`src/rtl/ps2_timer_arbiter.sv`:
```
// ps2_timer_arbiter: round-robin owner selection for the single shared PS/2
// countdown timer. It latches the winner's interval, pulses the timer start,
// and hands the timer's done pulse back to the winner as an expiry strobe.
module ps2_timer_arbiter #(
    parameter int N  = 4,
    parameter int IW = 16
) (
    input  logic            i_Clk,
    input  logic            i_nReset,
    input  logic [N-1:0]    i_Req,
    input  logic [N*IW-1:0] i_ReqInterval,
    input  logic            i_TmrDone,
    output logic [N-1:0]    o_Grant,
    output logic [N-1:0]    o_Expired,
    output logic            o_Busy,
    output logic            o_TmrStart,
    output logic [IW-1:0]   o_TmrInterval
);

    localparam int CW = (N > 1) ? $clog2(N) : 1;

    typedef enum logic [1:0] {
        S_IDLE  = 2'd0,
        S_START = 2'd1,
        S_WAIT  = 2'd2,
        S_DONE  = 2'd3
    } state_t;

    state_t          r_state;
    logic [CW-1:0]   r_cur;
    logic [CW-1:0]   r_last;
    logic [N-1:0]    r_grant;
    logic [N-1:0]    r_expired;
    logic            r_busy;
    logic            r_tmr_start;
    logic [IW-1:0]   r_tmr_interval;

    logic            w_found;
    logic [CW-1:0]   w_win;
    logic [CW-1:0]   w_idx;
    logic [IW-1:0]   w_win_iv;

    function automatic logic [N-1:0] onehot(input logic [CW-1:0] idx);
        logic [N-1:0] v;
        v = '0;
        v[idx] = 1'b1;
        return v;
    endfunction

    // Round-robin search: first requester after the last winner, wrapping mod N.
    always_comb begin
        w_found = 1'b0;
        w_win   = '0;
        w_idx   = r_last;
        for (int k = 0; k < N; k++) begin
            w_idx = (w_idx == CW'(N - 1)) ? '0 : w_idx + CW'(1);
            if (!w_found && i_Req[w_idx]) begin
                w_found = 1'b1;
                w_win   = w_idx;
            end
        end
    end

    // Interval of the candidate winner; only consumed on the grant edge.
    always_comb begin
        w_win_iv = '0;
        for (int i = 0; i < N; i++) begin
            if (w_win == CW'(i)) w_win_iv = i_ReqInterval[i*IW +: IW];
        end
    end

    // Control FSM; outputs are loaded together with the state they belong to.
    always_ff @(posedge i_Clk or negedge i_nReset) begin
        if (!i_nReset) begin
            r_state        <= S_IDLE;
            r_cur          <= '0;
            r_last         <= CW'(N - 1);
            r_grant        <= '0;
            r_expired      <= '0;
            r_busy         <= 1'b0;
            r_tmr_start    <= 1'b0;
            r_tmr_interval <= '0;
        end else begin
            r_tmr_start <= 1'b0;
            r_expired   <= '0;
            case (r_state)
                S_IDLE: begin
                    // Stale done pulses from aborted runs land here and are dropped.
                    if (w_found) begin
                        r_cur          <= w_win;
                        r_last         <= w_win;
                        r_tmr_interval <= w_win_iv;
                        r_grant        <= onehot(w_win);
                        r_busy         <= 1'b1;
                        if (w_win_iv != '0) begin
                            r_state     <= S_START;
                            r_tmr_start <= 1'b1;
                        end else begin
                            // Zero would make the timer wrap; expire without running it.
                            r_state   <= S_DONE;
                            r_expired <= onehot(w_win);
                        end
                    end
                end
                S_START: begin
                    if (!i_Req[r_cur]) begin
                        r_state <= S_IDLE;
                        r_grant <= '0;
                        r_busy  <= 1'b0;
                    end else begin
                        r_state <= S_WAIT;
                    end
                end
                S_WAIT: begin
                    // Abort has priority over a done pulse in the same cycle.
                    if (!i_Req[r_cur]) begin
                        r_state <= S_IDLE;
                        r_grant <= '0;
                        r_busy  <= 1'b0;
                    end else if (i_TmrDone) begin
                        r_state   <= S_DONE;
                        r_expired <= onehot(r_cur);
                    end
                end
                S_DONE: begin
                    r_state <= S_IDLE;
                    r_grant <= '0;
                    r_busy  <= 1'b0;
                end
                default: begin
                    r_state <= S_IDLE;
                    r_grant <= '0;
                    r_busy  <= 1'b0;
                end
            endcase
        end
    end

    assign o_Grant       = r_grant;
    assign o_Expired     = r_expired;
    assign o_Busy        = r_busy;
    assign o_TmrStart    = r_tmr_start;
    assign o_TmrInterval = r_tmr_interval;

endmodule

```
`config.mk`:
```
export PLATFORM = sky130hd
export DESIGN_NAME = ps2_timer_arbiter
export DESIGN_NICKNAME = d
export VERILOG_FILES = /design/src/rtl/ps2_timer_arbiter.sv
export SDC_FILE = /design/constraint.sdc
export NUM_CORES = 1
export LEC_CHECK = 0
export ABC_AREA = 1
export CAP_MARGIN = 10
export CORE_ASPECT_RATIO = 0.8
export CORE_MARGIN = 10
export CORE_UTILIZATION = 46
export DETAILED_ROUTE_END_ITERATION = 7
export GPL_TIMING_DRIVEN = 0
export PLACE_DENSITY_LB_ADDON = 0.1
export SETUP_SLACK_MARGIN = 0.2
export SYNTH_ARGS = -nofsm -noshare
export SYNTH_HDL_FRONTEND = slang
export SYNTH_SLANG_ARGS = --single-unit
```
`constraint.sdc`:
```
create_clock -name i_Clk -period 4.3 [get_ports i_Clk]
set_clock_uncertainty 0.1 [all_clocks]
set_input_delay 0.43 -clock i_Clk [delete_from_list [all_inputs] [get_ports i_Clk]]
set_output_delay 0.43 -clock i_Clk [all_outputs]
set_load 0.02 [all_outputs]
```
==> out/results.md <==
Critical path
- **startpoint of the worst-slack reg-to-reg timing path** r_last[0]$_DFFE_PN1P_
- **category of the worst setup path capture point** flop
- **endpoint of the most critical register-to-register path** r_state[1]$_DFFE_PN0P_
- **delay-heaviest family, CP** simple AND/OR/NAND/NOR gates
- **launching element type of the critical path** flop
- **Worst EP required** 4380 ps
- **setup slack, reg-to-reg** 1140 ps
- **Crit Path Category** flop to flop
- **Buf/Inv on CP** 2
- **cells along the critical path** ha_1, inv_2, nand2_1, nand2_1, nand2_1, nand2_1, nand3_1, nand2_1, nor2_1, nand2_2, buf_4, nor2_1, nand2_1, nand4_1, nor2_1, nand2_1, nor2_1, nand2_2, nand2_2, nand2_1, nand2_1
- **most frequent cell on the critical path** sky130_fd_sc_hd__nand2_1
- **highest net fanout along the worst path** 10
- **worst reg2reg path depth** 21
- **crit path DAT** 3240 ps
- **Slowest-stage cell, CP** sky130_fd_sc_hd__dfstp_2
- **delay of the slowest cell on the worst path** 540 ps

Pwr
- **overall power of the completed layout** 0.00335 W
- **net switching power** 0.00185 W
- **design internal power** 0.00150 W
- **Clk pwr share** 8.5%
- **power density relative to cell area** 999 mW/mm2
- **combinational group share of total power** 76.4%
- **sequential group share of total power** 15.1%
- **worst ir drop on vdd** 0.626 mV
- **leakage power** 1.57 nW
- **switching part of the total power** 55.3%

Detailed routing
- **number of vias per cell** 5.26
- **via count** 2,626
- **routed wirelength normalized by instance count** 15.3 um
- **number of routed nets with antenna violations** 0
- **iteration count of the initial detailed-routing pass** 4
- **WL final** 7650 um
- **first-iteration detailed-routing DRC count** 168
- **detailed-route DRC error count** 0

Finish
- **area of the multi-input gates** 0.00125 mm2
- **Fillers** 391
- **post-layout utilization of the core** 72.5%
- **Register Area** 803 um2
- **antenna diode count** 0
- **number of nets at the end of the flow** 513
- **layout-stage area growth over the synthesis result** 51.4%
- **post-layout instance area** 0.00335 mm2
- **commonest non-fill, non-tap cells in the layout** 128 x sky130_fd_sc_hd__nand2_1, 95 x sky130_fd_sc_hd__clkdlybuf4s50_1, 53 x sky130_fd_sc_hd__nand3_1, 30 x sky130_fd_sc_hd__dfrtp_1, 25 x sky130_fd_sc_hd__nor2_1
- **fraction of final layout cells with drive strength greater than 1** 8.66%
- **most frequent standard cell in the layout excluding fill and tap cells** sky130_fd_sc_hd__nand2_1

Placed design
- **Post-Place Setup Slack** 1090 ps
- **cell area after placement** 0.00324 mm2
- **Final HPWL DP** 6150 um
- **gp weighted congestion** 0.840
- **count of input and output buffers** 96

Logic synthesis
- **Post-Syn Area** 0.00221 mm2
- **proportion of register bits with asynchronous set or reset after synthesis** 100%
- **number of flops mapped to enable cells by yosys** 0
- **post-synthesis net count** 410
- **Synth cell types** 29
- **number of synthesis warnings** 0
- **flop and latch count out of synthesis** 32
- **synthesized area per cell** 6.61 um2
- **leading register cell type out of synthesis** sky130_fd_sc_hd__dfrtp_1
- **sequential cell area fraction in the yosys report** 36.3%
- **gate count of the mapped netlist** 335

CTS
- **Clock H-tree levels** 2
- **number of instances resized during post-cts repair** 0
- **clock-pin slew on the worst setup and hold paths** 70 ps
- **Clock Sink Count** 32
- **clk buf depth** 2
- **number of buffers added to fix hold violations after cts** 0
- **Clk Tree Root Cell** sky130_fd_sc_hd__clkbuf_8
- **number of buffers created by CTS** 5
- **clock tree from TritonCTS** built
- **buffers inserted by post-CTS timing repair** 0
- **clock insertion delay at the later pin of the skew report** 290 ps

Die
- **effective utilization at floorplan** 47.9%
- **I/O pin count** 97
- **Die Area** 0.00800 mm2
- **Die W** 97.6 um
- **total core area** 0.00462 mm2
- **floorplan die height** 82.0 um
- **Placement Rows** 22

Global routing
- **vias in the first global route** 2,536
- **initial antenna violation count** 0
- **total grt overflow** 0
- **GRT Overall Usage** 18.2%
- **first-pass GRT wire length** 12,000 um
- **pin count of the biggest net entering global routing** 33

STA
- **setup repair after global routing missed its margin** false
- **worst setup margin** 1140 ps
- **final hold violations** 0
- **Tightest Pin Transition** 716 ps
- **fin crit period** 3160 ps
- **count of endpoints failing setup in the final report** 0
- **max-slew violation total from the final report** 0
- **final period utilization** 73.4%
- **final total negative setup slack** 0 ps
- **peak clock frequency supported by timing** 317 MHz
- **Max-slew headroom** 52.3%

Outcome
- **run status** finished clean

Min path
- **Worst Hold Class** input pin to asynchronous set/reset pin

Job
- **max-cap viol count** 0

[cells by family (layout without fill, tap and decap cells)]
logic type                 after synthesis  in the layout  synth area share [%]
AOI/OAI and AO/OA                       26             26                  6.73
adders and majority gates                4              4                  2.26
and+or+nand+nor                        237            237                  47.5
buffers and inverters                   36            140                  7.24
DFF                                     32             32                  36.3
[metal layers]
metal  GRT usage, %  part of all wire [%]  up-vias  routed length (um)
met5              0                     0        -                   0
met4           5.07                  0.92        0                  70
met3           5.62                   8.4        8                 645
met2           30.2                    47       96                3610
met1           22.5                    43     1217                3320
li1               -                     -     1305                   -
[synth_stat cells (2+ instances only)]
cell type / n / area [um2]
sky130_fd_sc_hd__a21oi_1: 3 / 15.0
sky130_fd_sc_hd__a31oi_1: 5 / 31.3
sky130_fd_sc_hd__buf_2: 6 / 30.0
sky130_fd_sc_hd__buf_4: 2 / 15.0
sky130_fd_sc_hd__clkbuf_1: 4 / 15.0
sky130_fd_sc_hd__dfrtp_1: 30 / 751
sky130_fd_sc_hd__dfstp_2: 2 / 52.6
sky130_fd_sc_hd__ha_1: 4 / 50.1
sky130_fd_sc_hd__inv_1: 17 / 63.8
sky130_fd_sc_hd__inv_2: 3 / 11.3
sky130_fd_sc_hd__nand2_1: 128 / 480
sky130_fd_sc_hd__nand2_2: 6 / 37.5
sky130_fd_sc_hd__nand3_1: 53 / 265
sky130_fd_sc_hd__nand3b_1: 2 / 15.0
sky130_fd_sc_hd__nand4_1: 14 / 87.6
sky130_fd_sc_hd__nor2_1: 25 / 93.8
sky130_fd_sc_hd__nor2_4: 2 / 22.5
sky130_fd_sc_hd__o21ai_0: 10 / 50.1
sky130_fd_sc_hd__o21ai_1: 5 / 25.0
sky130_fd_sc_hd__or2_2: 5 / 31.3
[worst reg2reg max path: cells and delay by family (launching register included)]
family                   cells  cell delay (ps)
flip-flops                   1              540
AND/OR/NAND/NOR             18             1860
buffers and inverters        2              290
adder cells (fa/ha/maj)      1              280
[area by class of cell]
class                           instances  share of cell area [%]
Buffer                                 14                    2.24
Timing Repair Buffer                   96                    28.5
Clock buffer                            6                    2.16
Clock inverter                          2                    1.05
Multi-Input combinational cell        267                    37.3
Sequential cell                        32                    24.0
Inverter                               22                    2.54
Tap cell                               60                    2.24
[flip-flops by register name, summed over array words and instances (netlist names)]
| signal | cells |
|---|---|
| o_TmrInterval | 16 |
| r_last | 2 |
| o_TmrStart | 1 |
| o_Expired | 4 |
| r_cur | 2 |
| o_Busy | 1 |
| r_state | 2 |
| o_Grant | 4 |
[power by group through the flow]
| stage | combinational, W | clock, W | sequential [W] |
|---|---|---|---|
| final | 0.00256 | 0.000286 | 0.000506 |
| after floorplan | 0.00166 | 0 | 0.000614 |
| after CTS | 0.00256 | 0.000285 | 0.000506 |
| after global routing | 0.00287 | 0.000300 | 0.000520 |
| after detailed placement | 0.00254 | 0 | 0.000511 |
| after global placement | 0.00249 | 0 | 0.000506 |
[worst max path at each step]
stage,start,end,slack [ps],depth (start not counted)
after floorplan,r_last[0]$_DFFE_PN1P_,o_TmrStart$_DFF_PN0_,1730,20
after global placement,i_Req[0],r_state[1]$_DFFE_PN0P_,1140,21
after detailed placement,i_Req[0],r_state[1]$_DFFE_PN0P_,1090,21
after CTS,r_last[0]$_DFFE_PN1P_,r_state[1]$_DFFE_PN0P_,1190,21
after global routing,r_last[0]$_DFFE_PN1P_,r_state[1]$_DFFE_PN0P_,870,21
final,r_last[0]$_DFFE_PN1P_,r_state[1]$_DFFE_PN0P_,1140,21
[metrics by stage]
stage | std cells | hold slack (ps)
floorplan | 335 | 34.4
global placement | 491 | 361
detailed placement | 491 | 364
CTS | 499 | 108
global route | 499 | 136
finish | 499 | 88.8
(Power assumes the default switching activity.)
